## src/rtl/mem_stage.sv

```systemverilog
`default_nettype none
// ============================================================================
// Module      : mem_stage
// Description : Pipeline MEM stage with 64x32 data memory, branch/jump redirect,
//               MEM/WB register and a sticky halting exception unit.
// Revision    : 1.0 - initial release
// ============================================================================
module mem_stage (
  input  logic        Clk,
  input  logic        Clrn,
  input  logic [31:0] M_Jtarg,
  input  logic [31:0] M_Btarg,
  input  logic        M_Zero,
  input  logic        M_Overflow,
  input  logic [31:0] M_ALUout,
  input  logic [31:0] M_busB,
  input  logic [4:0]  M_Rw,
  input  logic        M_Jump,
  input  logic        M_Branch,
  input  logic        M_MemWr,
  input  logic        M_RegWr,
  input  logic        M_MemtoReg,
  output logic        NPC_sel,
  output logic [31:0] NPC_target,
  output logic        Flush,
  output logic [31:0] W_Dout,
  output logic [31:0] W_ALUout,
  output logic [4:0]  W_Rw,
  output logic        W_RegWr,
  output logic        W_MemtoReg,
  output logic        Exc,
  output logic [1:0]  Exc_cause,
  output logic [31:0] Exc_addr
);

  typedef enum logic [0:0] {
    RUN  = 1'b0,
    HALT = 1'b1
  } state_t;

  localparam int c_DEPTH = 64;

  state_t      state_q, state_d;
  logic        exc_q, exc_d;
  logic [1:0]  exc_cause_q, exc_cause_d;
  logic [31:0] exc_addr_q, exc_addr_d;
  logic [31:0] w_dout_q, w_dout_d;
  logic [31:0] w_aluout_q, w_aluout_d;
  logic [4:0]  w_rw_q, w_rw_d;
  logic        w_regwr_q, w_regwr_d;
  logic        w_memtoreg_q, w_memtoreg_d;

  // Memory survives reset; only the time-zero value is defined.
  logic [31:0] mem_q [c_DEPTH] = '{default: '0};

  logic [5:0]  w_word_idx;
  logic [31:0] w_rd_data;
  logic        w_misaligned;
  logic        w_fault;
  logic        w_halted;
  logic        w_allow;
  logic        w_mem_we;

  assign w_word_idx   = M_ALUout[7:2];
  assign w_rd_data    = mem_q[w_word_idx];
  assign w_misaligned = (M_MemWr | M_MemtoReg) & (M_ALUout[1:0] != 2'b00);
  assign w_fault      = M_Overflow | w_misaligned;
  assign w_halted     = (state_q == HALT);
  assign w_allow      = ~w_fault & ~w_halted;
  assign w_mem_we     = M_MemWr & w_allow & ~Clrn;

  // Jump outranks a taken branch.
  always_comb begin
    NPC_sel    = 1'b0;
    NPC_target = 32'h0;
    if (w_allow) begin
      if (M_Jump) begin
        NPC_sel    = 1'b1;
        NPC_target = M_Jtarg;
      end else if (M_Branch & M_Zero) begin
        NPC_sel    = 1'b1;
        NPC_target = M_Btarg;
      end
    end
  end

  assign Flush = NPC_sel;

  always_comb begin
    state_d      = state_q;
    exc_d        = exc_q;
    exc_cause_d  = exc_cause_q;
    exc_addr_d   = exc_addr_q;
    w_dout_d     = w_rd_data;
    w_aluout_d   = M_ALUout;
    w_rw_d       = M_Rw;
    w_memtoreg_d = M_MemtoReg;
    w_regwr_d    = M_RegWr & w_allow;
    if (state_q == RUN && w_fault) begin
      state_d     = HALT;
      exc_d       = 1'b1;
      exc_cause_d = {w_misaligned & ~M_Overflow, M_Overflow};
      exc_addr_d  = M_ALUout;
    end
  end

  always_ff @(negedge Clk or posedge Clrn) begin
    if (Clrn) begin
      state_q      <= RUN;
      exc_q        <= 1'b0;
      exc_cause_q  <= 2'b00;
      exc_addr_q   <= 32'h0;
      w_dout_q     <= 32'h0;
      w_aluout_q   <= 32'h0;
      w_rw_q       <= 5'h0;
      w_regwr_q    <= 1'b0;
      w_memtoreg_q <= 1'b0;
    end else begin
      state_q      <= state_d;
      exc_q        <= exc_d;
      exc_cause_q  <= exc_cause_d;
      exc_addr_q   <= exc_addr_d;
      w_dout_q     <= w_dout_d;
      w_aluout_q   <= w_aluout_d;
      w_rw_q       <= w_rw_d;
      w_regwr_q    <= w_regwr_d;
      w_memtoreg_q <= w_memtoreg_d;
    end
  end

  // Non-blocking write keeps the same-edge MEM/WB capture on the old word.
  always_ff @(negedge Clk) begin
    if (w_mem_we) begin
      mem_q[w_word_idx] <= M_busB;
    end
  end

  assign W_Dout     = w_dout_q;
  assign W_ALUout   = w_aluout_q;
  assign W_Rw       = w_rw_q;
  assign W_RegWr    = w_regwr_q;
  assign W_MemtoReg = w_memtoreg_q;
  assign Exc        = exc_q;
  assign Exc_cause  = exc_cause_q;
  assign Exc_addr   = exc_addr_q;

endmodule
`default_nettype wire

```

## config.mk

```make
export PLATFORM = sky130hd
export DESIGN_NAME = mem_stage
export DESIGN_NICKNAME = d
export VERILOG_FILES = /design/src/rtl/mem_stage.sv
export SDC_FILE = /design/constraint.sdc
export NUM_CORES = 2
export LEC_CHECK = 0
export ABC_AREA = 1
export ABC_CLOCK_PERIOD_IN_PS = 4200
export CAP_MARGIN = 5
export CORE_MARGIN = 10
export CORE_UTILIZATION = 40
export CTS_CLUSTER_DIAMETER = 50
export CTS_CLUSTER_SIZE = 12
export DETAILED_ROUTE_END_ITERATION = 10
export PLACE_DENSITY = 0.55
export SYNTH_ARGS = -nofsm -noshare
export SYNTH_HDL_FRONTEND = slang
export SYNTH_SLANG_ARGS = --single-unit
```

## constraint.sdc

```tcl
create_clock -name Clk -period 4.2 [get_ports Clk]
set_input_delay 0.84 -clock Clk [delete_from_list [all_inputs] [get_ports Clk]]
set_output_delay 0.84 -clock Clk [all_outputs]
set_load 0.03 [all_outputs]
```

==> reports/metrics.yaml <==
global_route:
  track_usage_pct: 23.0
  grt_pass1_vias: 73332
  grt_pass1_wl_um: 426000
  antenna_found_initial: 7
  grt_max_degree: 65
  gr-total-overflow: 0
worst_setup_path:
  crit_required_ns: 3.36
  critPathMaxFanout: 8
  start_kind: "register"
  path_class: "reg -> out"
  critPathCaptureType: "primary output"
  critPathArrivalTime_ns: 4.18
detailed_routing:
  vias: 71542
  ant_nets: 0
  wl_met2_um: 142000
  post_drt_wl_per_cell_um: 19.9
  first_pass_iters: 6
  post-route-drc-count: 0
  wl_met1_um: 121000
  vias_per_cell: 4.88
  routed_wl_um: 292000
  wl_met3_um: 22400
  routed.top_layer: "met4"
  drt-initial-drc-count: 6488
timing:
  setup_viol: 403
  slew_headroom_pct: 37.0
  rsz0062_at_grt: "true"
  fin_ws_ns: -0.819
  whs_ns: 0.445
  finalHoldViolCount: 0
  drv_slew: 0
  tns_ns: -49.13
  finClkSkew_ns: 0.0777
  tightest_slew_ns: 0.945
floorplan:
  fp.dieH_um: 494
  dieArea_um2: 244000
  num_io_pins: 282
  core_um2: 223000
  core.rowCount: 173
  initial_core_util_pct: 40.3
  die_x_um: 494
clock_tree:
  clkSlewWorstSetupHoldPaths_ns: 0.04
  clk_latency_ns: 0.85
  cts.sink_count: 2154
  cts-buffers-inserted: 222
  hold_buffers: 0
  cts.htree.levels: 4
  root_buffer: "clkbuf_16"
  cts_tree: "built"
  clockBufferDepth: 3
synth:
  synth-simple-area-share_pct: 25.4
  ys_top_cells_by_area: "edfxtp_1 69%, nand2_1 24%, dfrtn_1 3.0%"
  yosys_register_bits: 2154
  async_flop_share_pct: 4.92
  yosysWarnings: 0
  synth_compound_area_share_pct: 0.491
  synthTopCellsByCount: "5822 x nand2_1, 2048 x edfxtp_1, 221 x buf_2"
  seq_area_frac_synth_pct: 71.5
  synth.avg_cell_area_um2: 10.3
  syn-instance-count: 8753
  synthMuxAreaShare_pct: 0
  synth-main-ff-cell: "edfxtp_1"
  synth_top_family_by_area: "simple AND/OR/NAND/NOR gates"
  synth_top_cell_by_area: "edfxtp_1"
  synthXorXnorAreaFrac_pct: 0
  syn-num-nets: 8895
  synthAdderAreaFrac_pct: 0
  yosysMostFrequentCell: "nand2_1"
  synthDistinctLibCells: 22
  synth_top_area_share_pct: 68.5
  syn-cell-area_um2: 89700
  synth_edf_count: 2048
placement:
  numPortBuffers: 281
  routabilityCongestion: 0.908
  dpl.hpwl_um: 180000
  place_area_um2: 103000
finish:
  final_area_um2: 119000
  area_delta_synth_final_pct: 32.7
  nets: 11718
  final_core_util_pct: 53.5
  layout-drive-gt1-share_pct: 11.6
power_and_ir_drop:
  peakVddDrop_mv: 0.476
  p_leak_nw: 58.4
  power_density_nw_per_um2: 459
job:
  max-cap-violations: 0
run_status:
  violations: "setup timing"
  status: "finished, violations left"
hold_path:
  hp-class: "reg -> reg"
## registers in the layout, indices dropped and copies added, names as in the netlist
| register | cells |
|---|---|
| Exc_addr | 32 |
| W_Dout | 32 |
| Exc_cause | 2 |
| W_RegWr | 1 |
| W_Rw | 5 |
| mem_q | 2048 |
| Exc | 1 |
| W_MemtoReg | 1 |
| W_ALUout | 32 |
## cells in the final DEF (no fill, tap or decap), types with 15 or more instances in the layout
cell type and n:
a21oi_1 15, clkdlybuf4s50_1 98, nand2_1 5817, bufinv_16 16, inv_4 16, inv_1 2092, buf_12 289, edfxtp_1 2048
a21oi_2 18, dfrtn_1 106, buf_4 431, nor2_1 79, nand3_1 41, nor2_4 21, clkbuf_16 244, buf_2 27
o21ai_2 30, nor3_4 55, buf_6 119
## final timing paths
kind                                    from             end  slack [ns]  cells after the start
worst max register to register           Exc    mem_q[35][1]        2.00                     11
worst min register to register  Exc_cause[0]    Exc_cause[0]        0.45                      2
min in group asynchronous               Clrn      W_Dout[10]        2.67                      5
worst min-delay path            Exc_cause[0]    Exc_cause[0]        0.45                      2
max in group asynchronous               Clrn    W_ALUout[14]        1.05                      6
worst max-delay path                     Exc  NPC_target[11]       -0.82                      7
## worst max-delay path, cell delays in order (launching register included)
cell and delay, ns:
dfrtn_1 0.38, nor2_4 0.11, buf_12 0.14, buf_12 0.12, buf_16 0.13, o21ai_2 0.06
a21oi_1 0.17, buf_4 0.19
## metal layers
layer / vias up / track usage [%]
met5: - / 0
met4: 0 / 9.15
met3: 423 / 6.62
met2: 2764 / 37.0
met1: 34357 / 29.3
li1: 33998 / -
## kinds of logic (layout without fill, tap and decap cells)
kind of cell	count (synthesis)	after routing
DFF	2154	2154
AOI/OAI and AO/OA	85	85
and+or+nand+nor	6026	6026
other	0	4
buffers and inverters	488	3429
## through the flow
stage / worst slack (ns) / cells / power [mW]
after global routing: -0.875 / 14671 / 58.3
after detailed placement: -1.10 / 12185 / 30.8
after global placement: -1.09 / 12185 / 30.8
after floorplan: -1.06 / 8753 / 28.6
after CTS: -0.816 / 14615 / 55.3
final: -0.819 / 14673 / 54.6
## power breakdown
part	internal (mW)	total [mW]	switching, mW
registers	23.8	23.9	0.128
clock network	13.4	26.9	13.5
logic	1.29	3.83	2.54
## layout make-up
| cell class | count | area [um2] |
|---|---|---|
| Fill cell | 19839 | 104000 |
| Clock buffer | 234 | 5710 |
| Multi-Input combinational cell | 6111 | 24200 |
| Antenna cell | 4 | 10.0 |
| Inverter | 37 | 175 |
| Timing Repair Buffer | 1002 | 12300 |
| Sequential cell | 2154 | 64200 |
| Tap cell | 2975 | 3720 |
| Clock inverter | 2156 | 8850 |
## what timing repair did
| action | 4_1_cts | 5_1_grt |
|---|---|---|
| cloned | 14 | 25 |
| pin swaps | 11 | 16 |
| setup buffers | 28 | 32 |
| endpoints found under the setup margin | 2008 | 2217 |
| resized for setup | 596 | 85 |
Power figures use the tool's default switching activity.
